[src/rtl/layer_out_sequencer.sv]
// Collects NN parallel neuron results of one layer and streams them out serially
// in neuron order, with back-pressure, a layer-done pulse and sticky overrun detection.
module layer_out_sequencer #(
  parameter int unsigned NN        = 30,
  parameter int unsigned dataWidth = 16
) (
  input  logic                    clk,
  input  logic                    rstn,
  input  logic [NN-1:0]           i_valid,
  input  logic [NN*dataWidth-1:0] i_data,
  input  logic                    x_ready,
  input  logic                    err_clr,
  output logic                    x_valid,
  output logic [dataWidth-1:0]    x_out,
  output logic [$clog2(NN)-1:0]   x_idx,
  output logic                    x_last,
  output logic                    layer_done,
  output logic                    overrun
);

  localparam int unsigned IW = $clog2(NN);
  localparam logic [IW-1:0] LAST_IDX = IW'(NN - 1);

  typedef enum logic {
    COLLECT = 1'b0,
    STREAM  = 1'b1
  } state_e;

  state_e                 state_q, state_d;
  logic [NN-1:0]          mask_q, mask_d;
  logic [IW-1:0]          idx_q, idx_d;
  logic                   done_q, done_d;
  logic                   ovr_q, ovr_d;
  logic                   ovr_set_c;
  logic [NN-1:0]          cap_c;
  logic                   last_c;
  logic [dataWidth-1:0]   data_q [NN];

  assign last_c = (idx_q == LAST_IDX);

  // Control state register
  always_ff @(posedge clk or negedge rstn) begin
    if (!rstn) begin
      state_q <= COLLECT;
      mask_q  <= '0;
      idx_q   <= '0;
      done_q  <= 1'b0;
      ovr_q   <= 1'b0;
    end else begin
      state_q <= state_d;
      mask_q  <= mask_d;
      idx_q   <= idx_d;
      done_q  <= done_d;
      ovr_q   <= ovr_d;
    end
  end

  // Next-state, capture enables and overrun detection
  always_comb begin
    state_d   = state_q;
    mask_d    = mask_q;
    idx_d     = idx_q;
    done_d    = 1'b0;
    cap_c     = '0;
    ovr_set_c = 1'b0;
    case (state_q)
      COLLECT: begin
        cap_c     = i_valid & ~mask_q;
        mask_d    = mask_q | i_valid;
        ovr_set_c = |(i_valid & mask_q);
        if (&(mask_q | i_valid)) begin
          state_d = STREAM;
          idx_d   = '0;
        end
      end
      STREAM: begin
        // No double buffering: anything arriving now is lost
        ovr_set_c = |i_valid;
        if (x_ready) begin
          if (last_c) begin
            state_d = COLLECT;
            mask_d  = '0;
            idx_d   = '0;
            done_d  = 1'b1;
          end else begin
            idx_d = idx_q + IW'(1);
          end
        end
      end
      default: begin
        state_d = COLLECT;
      end
    endcase
    // A new overrun event takes priority over a coincident clear
    if (ovr_set_c) begin
      ovr_d = 1'b1;
    end else if (err_clr) begin
      ovr_d = 1'b0;
    end else begin
      ovr_d = ovr_q;
    end
  end

  // Per-neuron result buffer, written only on first capture of each lane
  always_ff @(posedge clk or negedge rstn) begin
    if (!rstn) begin
      for (int unsigned i = 0; i < NN; i++) begin
        data_q[i] <= '0;
      end
    end else begin
      for (int unsigned i = 0; i < NN; i++) begin
        if (cap_c[i]) begin
          data_q[i] <= i_data[i*dataWidth +: dataWidth];
        end
      end
    end
  end

  assign x_valid    = (state_q == STREAM);
  assign x_idx      = idx_q;
  assign x_out      = x_valid ? data_q[idx_q] : '0;
  assign x_last     = x_valid && last_c;
  assign layer_done = done_q;
  assign overrun    = ovr_q;

endmodule

[config.mk]
export PLATFORM = sky130hd
export DESIGN_NAME = layer_out_sequencer
export DESIGN_NICKNAME = d
export VERILOG_FILES = /design/src/rtl/layer_out_sequencer.sv
export SDC_FILE = /design/constraint.sdc
export NUM_CORES = 1
export LEC_CHECK = 0
export CAP_MARGIN = 20
export CORE_MARGIN = 4
export CORE_UTILIZATION = 35
export CTS_BUF_LIST = sky130_fd_sc_hd__clkbuf_2 sky130_fd_sc_hd__clkbuf_4 sky130_fd_sc_hd__clkbuf_8
export CTS_CLUSTER_DIAMETER = 60
export DETAILED_ROUTE_END_ITERATION = 10
export DONT_BUFFER_PORTS = 1
export PLACE_DENSITY = 0.48
export SYNTH_ARGS = -nofsm -noshare
export SYNTH_HDL_FRONTEND = slang
export SYNTH_SLANG_ARGS = --single-unit
[constraint.sdc]
create_clock -name clk -period 2.5 [get_ports clk]
set_clock_uncertainty 0.05 [all_clocks]
set_input_delay 0.75 -clock clk [delete_from_list [all_inputs] [get_ports clk]]
set_output_delay 0.75 -clock clk [all_outputs]
set_load 0.03 [all_outputs]
==> flow_summary.rst, run 1 <==
.. list-table::
   :header-rows: 1

   * - Metric
     - Value
   * - Prevailing post-synth register cell
     - sky130_fd_sc_hd__dfrtp_1
   * - Shortest clock period the worst path allows after layout
     - 3.67 ns
   * - Final core area utilization
     - 43.2%
   * - Largest net degree at the start of global routing
     - 519
   * - Category of the worst setup path capture point
     - output pin
   * - Number of H-tree levels
     - 3
   * - CP cell instances
     - buf_4 -> buf_16 -> mux4_2 -> nand2_1 -> a21oi_1 -> buf_4 -> a2111oi_4 -> a21oi_2 -> buf_4
   * - CTS tree
     - done
   * - Count of routing violations after the opening detailed-route iteration
     - 1000
   * - Cell leakage power
     - 12.5 nW
   * - Commonest non-fill, non-tap cell in the layout
     - sky130_fd_sc_hd__dfrtp_1
   * - Instance count of the mapped netlist
     - 1647
   * - CTS Buf Count
     - 96
   * - Seq cells post-synth
     - 518
   * - Via count of the first global-routing pass
     - 16700
   * - CTS Buffer Depth
     - 3
   * - Dpl cells
     - 2592
   * - Final number of hold-violating endpoints
     - 518
   * - Num ports
     - 539
   * - Failing checks
     - hold timing, setup timing
   * - Ys async rst share
     - 100%
   * - Worst flop-to-flop path startpoint
     - x_idx[0]$_DFFE_PN0P_
   * - Highest-delay cell along the critical path
     - sky130_fd_sc_hd__dfrtp_4
   * - Syn. warnings
     - 0
   * - Final HPWL DP
     - 60.7 mm
   * - Die boundary height
     - 269 um
   * - CTS root buffer
     - sky130_fd_sc_hd__clkbuf_8
   * - Gp weighted congestion
     - 0.859
   * - Net count reported at finish
     - 2349
   * - Count of distinct cell types in the synthesized netlist
     - 41
   * - Slew headroom
     - 23.1%
   * - Clock latency on the worst-skew pair
     - 0.68 ns
   * - Cell area after placement
     - 0.0264 mm2
   * - Worst setup path startpoint
     - x_idx[0]$_DFFE_PN0P_
   * - Vias after detailed routing
     - 15200
   * - All-layer global routing usage
     - 22.4%
   * - Depth of the worst register-to-register path
     - 9
   * - Required time at the endpoint of the critical path
     - 1.70 ns
   * - Average wire per cell in the routed design
     - 29.6 um
   * - Startpoint class of the critical path
     - register
   * - Setup repair after global routing missed its margin
     - yes
   * - Smallest hold slack
     - -0.273 ns
   * - Post-synth EDFFs
     - 0
   * - Type of the tightest min-delay check
     - input port to asynchronous set/reset pin
   * - Post-Syn Area
     - 0.0239 mm2
   * - Max-slew violation total from the final report
     - 0
   * - Fraction of the yosys area taken by sequential cells
     - 54.2%
   * - Via-per-instance ratio
     - 5.42
   * - Average cell area after synthesis
     - 14.5 um2
   * - Top fanout value on the critical path
     - 7
   * - Global-route wire length before repair
     - 120 mm
   * - DRC violations left
     - 0
   * - Arrival time at the worst endpoint
     - 2.87 ns
   * - Kind of cell adding the most delay to the critical path
     - buffers and inverters
   * - Worst slew pin tran
     - 1.15 ns
   * - Setup violation total in the final timing report
     - 18
   * - Setup slack on the worst flop-to-flop path
     - 0.29 ns
   * - Die Area
     - 0.0726 mm2
   * - Maximum clock frequency
     - 0.272 GHz
   * - Global route total overflow
     - 0
   * - Share of final-layout standard cells stronger than drive strength 1
     - 52.6%
   * - Detailed Route WL
     - 82.9 mm
   * - Critical Path Most Common Cell
     - sky130_fd_sc_hd__buf_4
   * - Worst r2r dst
     - mask_q[5]$_DFFE_PN0P_
   * - Nets in the synthesized netlist
     - 2163
   * - Iteration count of the initial detailed-routing pass
     - 5
   * - Clk sinks
     - 518
   * - Number of I/O port buffers
     - 0
   * - Synth-to-layout area growth
     - 21.6%
   * - Post-layout instance count excluding filler cells
     - 2806
   * - Power per cell area
     - 1450 mW/mm2
   * - Status
     - finished with violations
   * - Class of the most critical setup path
     - register to output pin
   * - Core Rows
     - 95
   * - Post-Layout Inst Area
     - 0.0291 mm2
   * - ANT nets after route
     - 0
   * - Starting density of the core
     - 35.5%
   * - Min setup slack post-route
     - -1.17 ns
   * - Largest stage delay on the critical path
     - 0.53 ns
   * - Total negative slack
     - -19.17 ns
   * - Buffers & Inverters on Critical Path
     - 4
   * - Number of filler cells placed in the layout
     - 6197
   * - Max capacitance violation total
     - 0
   * - Most frequent cells in the layout
     - sky130_fd_sc_hd__dfrtp_1 (512), sky130_fd_sc_hd__mux2_2 (480), sky130_fd_sc_hd__buf_4 (136)
   * - Initial antenna violation count
     - 35
   * - IR drop worst, VDD
     - 0.000577 V
   * - Final worst path period share
     - 147%
   * - Clk slew on worst S/H paths
     - 0.06 ns
   * - Die width
     - 269 um
   * - Core ar.
     - 0.0674 mm2
==> sequential cells by signal, indices dropped and copies added, names as in the netlist <==
name / cells
data_q: 480
layer_done: 1
mask_q: 30
overrun: 1
x_idx: 5
x_valid: 1
==> worst max path at each step <==
stage / end / slack, ns / cells after the start
after floorplan: x_out[11] / -0.17 / 8
after global placement: x_out[1] / -0.54 / 7
after detailed placement: x_out[1] / -0.53 / 7
after CTS: x_out[2] / -1.27 / 9
after global routing: x_out[3] / -1.31 / 9
final: x_out[2] / -1.17 / 9
==> metrics by stage <==
stage / setup slack (ns) / total power [mW]
2_1_floorplan: -0.166 / 25.4
3_3_place_gp: -0.540 / 32.2
3_5_place_dp: -0.531 / 32.5
4_1_cts: -1.27 / 42.5
5_1_grt: -1.31 / 44.7
6_report: -1.17 / 42.2
==> worst reg2reg max path, cell delays in order (launching register included) <==
cell and delay [ns]:
sky130_fd_sc_hd__dfrtp_4 0.48, sky130_fd_sc_hd__buf_4 0.24, sky130_fd_sc_hd__buf_12 0.17, sky130_fd_sc_hd__buf_4 0.17, sky130_fd_sc_hd__ha_1 0.17, sky130_fd_sc_hd__nand4_1 0.18
sky130_fd_sc_hd__buf_4 0.20, sky130_fd_sc_hd__nor2_2 0.14, sky130_fd_sc_hd__buf_12 0.21, sky130_fd_sc_hd__nor2_1 0.07
==> metal layers <==
metal	track usage [%]	share of wire, %	wire length (um)
met1	29.2	43	35400
met3	6.10	5.9	4900
met2	36.8	49	40500
met4	6.32	2.3	1950
met5	0	0.27	228
==> logic make-up (layout without fill, tap and decap cells) <==
| kind of cell | Yosys count | in the layout | share of synthesized area (%) |
|---|---|---|---|
| AND/OR/NAND/NOR | 173 | 173 | 4.21 |
| other | 0 | 19 | 0 |
| adder cells (fa/ha/maj) | 2 | 2 | 0.105 |
| buffers and inverters | 100 | 367 | 2.68 |
| flip-flops | 518 | 518 | 54.2 |
| AO/OA/AOI/OAI | 197 | 197 | 5.44 |
| multiplexers | 657 | 657 | 33.4 |
==> final cells by class <==
type / count / area, um2 / share of cell area, %
Clock buffer: 159 / 1950 / 6.71
Clock inverter: 20 / 258 / 0.886
Timing Repair Buffer: 185 / 2000 / 6.88
Inverter: 3 / 11.3 / 0.0387
Tap cell: 873 / 1090 / 3.76
Sequential cell: 518 / 13000 / 44.6
Multi-Input combinational cell: 1029 / 10700 / 36.9
Antenna cell: 19 / 47.5 / 0.163
==> cell usage after synthesis (all sizes together) (2+ instances only) <==
cell,n,area (um2)
nor2b,2,12.5
ha,2,25.0
nand2,54,203
a22oi,7,52.6
o2111ai,16,140
nor3b,30,375
o21ai,35,175
a31oi,4,25.0
nor4,9,56.3
inv,2,7.50
buf,71,532
nand3,19,95.1
nor2,41,154
mux4,64,1440
dfrtp,518,13000
o22ai,48,300
a2111oi,16,225
a21oi,64,320
nand4,7,43.8
a22o,3,26.3
mux2i,113,1130
clkbuf,26,97.6
a221oi,3,26.3
mux2,480,5410
nor3,5,25.0
==> what timing repair did <==
item                                    in CTS  in global routing
buffers inserted                             8                  4
gates cloned                                 3                  1
endpoints found under the hold margin      518                518
gates resized for setup                     26                 19
endpoints found under the setup margin      19                 18
pin swaps                                    1                  2
==> report_power, final <==
| part | leakage [nW] | switching [mW] | internal (mW) |
|---|---|---|---|
| Combinational | 4.91 | 8.68 | 9.69 |
| Clock | 1.18 | 3.80 | 5.39 |
| Sequential | 6.46 | 2.39 | 12.3 |
(Power assumes the default switching activity.)
==> run 2: changes to the inputs <==
--- a/config.mk
+++ b/config.mk
@@ -7,12 +7,13 @@
 export LEC_CHECK = 0
 export CAP_MARGIN = 20
 export CORE_MARGIN = 4
-export CORE_UTILIZATION = 35
+export CORE_UTILIZATION = 50
 export CTS_BUF_LIST = sky130_fd_sc_hd__clkbuf_2 sky130_fd_sc_hd__clkbuf_4 sky130_fd_sc_hd__clkbuf_8
 export CTS_CLUSTER_DIAMETER = 60
+export CTS_CLUSTER_SIZE = 40
 export DETAILED_ROUTE_END_ITERATION = 10
 export DONT_BUFFER_PORTS = 1
-export PLACE_DENSITY = 0.48
+export PLACE_DENSITY = 0.65
 export SYNTH_ARGS = -nofsm -noshare
 export SYNTH_HDL_FRONTEND = slang
 export SYNTH_SLANG_ARGS = --single-unit
==> run 2 against run 1 <==
The flow finishes with violations (hold timing, slew limit, setup timing). Via count is 0.72% lower. Total power down 6.1%. Die area is 29% lower. Cell area down 3.3%. Register-to-register slack worse by 0.08 ns. Clock power is 38% lower. Non-clock buffer count decreased by 25. Sequential share of layout area increased by 1.5 points. Largest power group unchanged.
==> flow_summary.rst, run 2 (synthesized netlist as in run 1, its figures left out) <==
.. list-table::
   :header-rows: 1

   * - Metric
     - Value
   * - Count of routing violations after the opening detailed-route iteration
     - 1095 (+9.5%)
   * - Via count of the first global-routing pass
     - 16000 (-4.0%)
   * - Type of the tightest min-delay check
     - input port to asynchronous set/reset pin
   * - Iteration count of the initial detailed-routing pass
     - 5 (unchanged)
   * - Startpoint class of the critical path
     - register
   * - Largest stage delay on the critical path
     - 0.53 ns (about the same)
   * - Detailed Route WL
     - 76.2 mm (-8.1%)
   * - Synth-to-layout area growth
     - 17.7%
   * - Slew headroom
     - -59.6% (-83 points)
   * - Power per cell area
     - 1410 mW/mm2 (-2.9%)
   * - Worst slew pin tran
     - 2.39 ns (+1.24 ns)
   * - Clock latency on the worst-skew pair
     - 0.66 ns (-0.02 ns)
   * - CTS Buf Count
     - 42 (-56%)
   * - Vias after detailed routing
     - 15100 (-0.72%)
   * - Setup repair after global routing missed its margin
     - yes
   * - Number of I/O port buffers
     - 0 (unchanged)
   * - Total negative slack
     - -18.44 ns (+0.731 ns)
   * - Failing checks
     - hold timing, slew limit, setup timing
   * - Category of the worst setup path capture point
     - output pin
   * - Top fanout value on the critical path
     - 5 (-2)
   * - Num ports
     - 539 (unchanged)
   * - Commonest non-fill, non-tap cell in the layout
     - sky130_fd_sc_hd__dfrtp_1
   * - Final number of hold-violating endpoints
     - 127 (-75%)
   * - IR drop worst, VDD
     - 0.000736 V (+27%)
   * - Setup violation total in the final timing report
     - 17 (-1)
   * - Global-route wire length before repair
     - 109 mm (-8.9%)
   * - All-layer global routing usage
     - 28.9% (+6.5 points)
   * - Initial antenna violation count
     - 48 (+37%)
   * - Max capacitance violation total
     - 0 (unchanged)
   * - CP cell instances
     - buf_6 -> buf_12 -> buf_12 -> mux4_2 -> nand2_2 -> a21oi_4 -> a2111oi_4 -> buf_4 -> a21oi_4 -> buf_6
   * - Global route total overflow
     - 0 (unchanged)
   * - Arrival time at the worst endpoint
     - 2.85 ns (-0.02 ns)
   * - Die width
     - 227 um (-16%)
   * - Smallest hold slack
     - -0.262 ns (+0.0119 ns)
   * - Clk slew on worst S/H paths
     - 0.12 ns (+0.06 ns)
   * - Net count reported at finish
     - 2270 (-3.4%)
   * - Starting density of the core
     - 50.9% (+15 points)
   * - Via-per-instance ratio
     - 6.22 (+15%)
   * - Max-slew violation total from the final report
     - 340 (+340)
   * - Core Rows
     - 79 (-17%)
   * - Final HPWL DP
     - 55.5 mm (-8.5%)
   * - Shortest clock period the worst path allows after layout
     - 3.65 ns (-0.0185 ns)
   * - CTS Buffer Depth
     - 3 (unchanged)
   * - Die Area
     - 0.0514 mm2 (-29%)
   * - Required time at the endpoint of the critical path
     - 1.70 ns (about the same)
   * - Final worst path period share
     - 146% (-0.74 points)
   * - Status
     - finished with violations
   * - Maximum clock frequency
     - 0.274 GHz (+0.51%)
   * - Overall Power
     - 39.7 mW (-6.1%)
   * - CTS tree
     - done
   * - Class of the most critical setup path
     - register to output pin
   * - Cell leakage power
     - 12.0 nW (-4.6%)
   * - Share of final-layout standard cells stronger than drive strength 1
     - 51.2% (-1.3 points)
   * - CTS root buffer
     - sky130_fd_sc_hd__clkbuf_8
   * - Number of H-tree levels
     - 2 (-1)
   * - Min setup slack post-route
     - -1.15 ns (+0.0185 ns)
   * - Core ar.
     - 0.0470 mm2 (-30%)
   * - DRC violations left
     - 0 (unchanged)
   * - Average wire per cell in the routed design
     - 31.4 um (+6.4%)
   * - Clk sinks
     - 518 (unchanged)
   * - Die boundary height
     - 227 um (-16%)
   * - Register with the most flip-flops
     - data_q
   * - ANT nets after route
     - 0 (unchanged)
   * - Max reg flops
     - 480 (unchanged)
   * - Largest net degree at the start of global routing
     - 519 (unchanged)
   * - Most frequent cells in the layout
     - sky130_fd_sc_hd__dfrtp_1 (512), sky130_fd_sc_hd__mux2_2 (480), sky130_fd_sc_hd__mux2i_1 (108)
   * - Gp weighted congestion
     - 0.923 (+7.5%)
   * - Highest-delay cell along the critical path
     - sky130_fd_sc_hd__dfrtp_4
[run 2: cell types whose count changed in the layout (fill, tap and decap cells not counted), moves of 11 or more]
| cell | delta |
|---|---|
| sky130_fd_sc_hd__buf_6 | +20 |
| sky130_fd_sc_hd__nand2_2 | +12 |
| sky130_fd_sc_hd__buf_12 | +13 |
| sky130_fd_sc_hd__clkbuf_8 | -74 |
| sky130_fd_sc_hd__nand2_1 | -14 |
| sky130_fd_sc_hd__o21ai_0 | -11 |
| sky130_fd_sc_hd__clkbuf_4 | -36 |
| sky130_fd_sc_hd__buf_4 | -66 |
| sky130_fd_sc_hd__diode_2 | +11 |
[run 2: area by class of cell]
| type | count | area (um2) |
|---|---|---|
| Timing Repair Buffer | 160 | 2210 |
| Clock inverter | 29 | 392 |
| Tap cell | 607 | 759 |
| Inverter | 3 | 11.3 |
| Fill cell | 3657 | 18800 |
| Antenna cell | 30 | 75.1 |
| Clock buffer | 49 | 662 |
| Multi-Input combinational cell | 1029 | 11100 |
| Sequential cell | 518 | 13000 |
[run 2: critical path, delay by kind of cell (launching register included)]
kind,cells,cell delay [ns]
multiplexers,1,0.47
flip-flops,1,0.53
AO/OA/AOI/OAI,3,0.34
buffers and inverters,5,0.74
AND/OR/NAND/NOR,1,0.11
[run 2: what timing repair did]
action | 4_1_cts | 5_1_grt
gates resized for setup | 101 | 40
pin swaps | 21 | 16
setup endpoints to repair | 19 | 18
hold endpoints to repair | 518 | 518
cloned | 8 | 2
buffers inserted | 17 | 1
[run 2: path summary, 6_finish.rpt]
kind | from | end | slack (ns) | cells past startpoint
max | x_idx[0]$_DFFE_PN0P_ | x_out[15] | -1.15 | 10
min | rstn | data_q[236]$_DFFE_PN0P_ | -0.26 | 0
max reg2reg | x_idx[0]$_DFFE_PN0P_ | mask_q[0]$_DFFE_PN0P_ | 0.21 | 11
min reg2reg | data_q[144]$_DFFE_PN0P_ | data_q[144]$_DFFE_PN0P_ | 0.46 | 1
max in group asynchronous | rstn | x_idx[0]$_DFFE_PN0P_ | 0.53 | 0
min in group clk | err_clr | overrun$_DFFE_PN0P_ | 0.13 | 1
[run 2: metal layers]
metal / global-route usage (%) / vias up / wire (um)
met4: 9.52 / 38 / 2080
met2: 45.0 / 605 / 36300
met1: 39.8 / 7876 / 31500
met3: 7.83 / 135 / 6040
li1: - / 6433 / -
met5: 0 / - / 262
[run 2: report_power, final]
group | switching [mW] | internal [mW] | total [mW]
logic | 8.93 | 10.4 | 19.3
registers | 2.47 | 12.2 | 14.7
clock network | 3.35 | 2.32 | 5.66
total | 14.7 | 24.9 | 39.7
[run 2: through the flow]
| step | cell area, um2 | cells | setup WS, ns | utilization [%] |
|---|---|---|---|---|
| after floorplan | 24100 | 1647 | -0.166 | - |
| after global placement | 25900 | 2292 | -0.662 | 55.2 |
| after detailed placement | 25900 | 2292 | -0.639 | 55.2 |
| after CTS | 27900 | 2395 | -1.23 | 59.3 |
| after global routing | 28100 | 2420 | -1.27 | 59.9 |
| final | 28100 | 2425 | -1.15 | 59.9 |
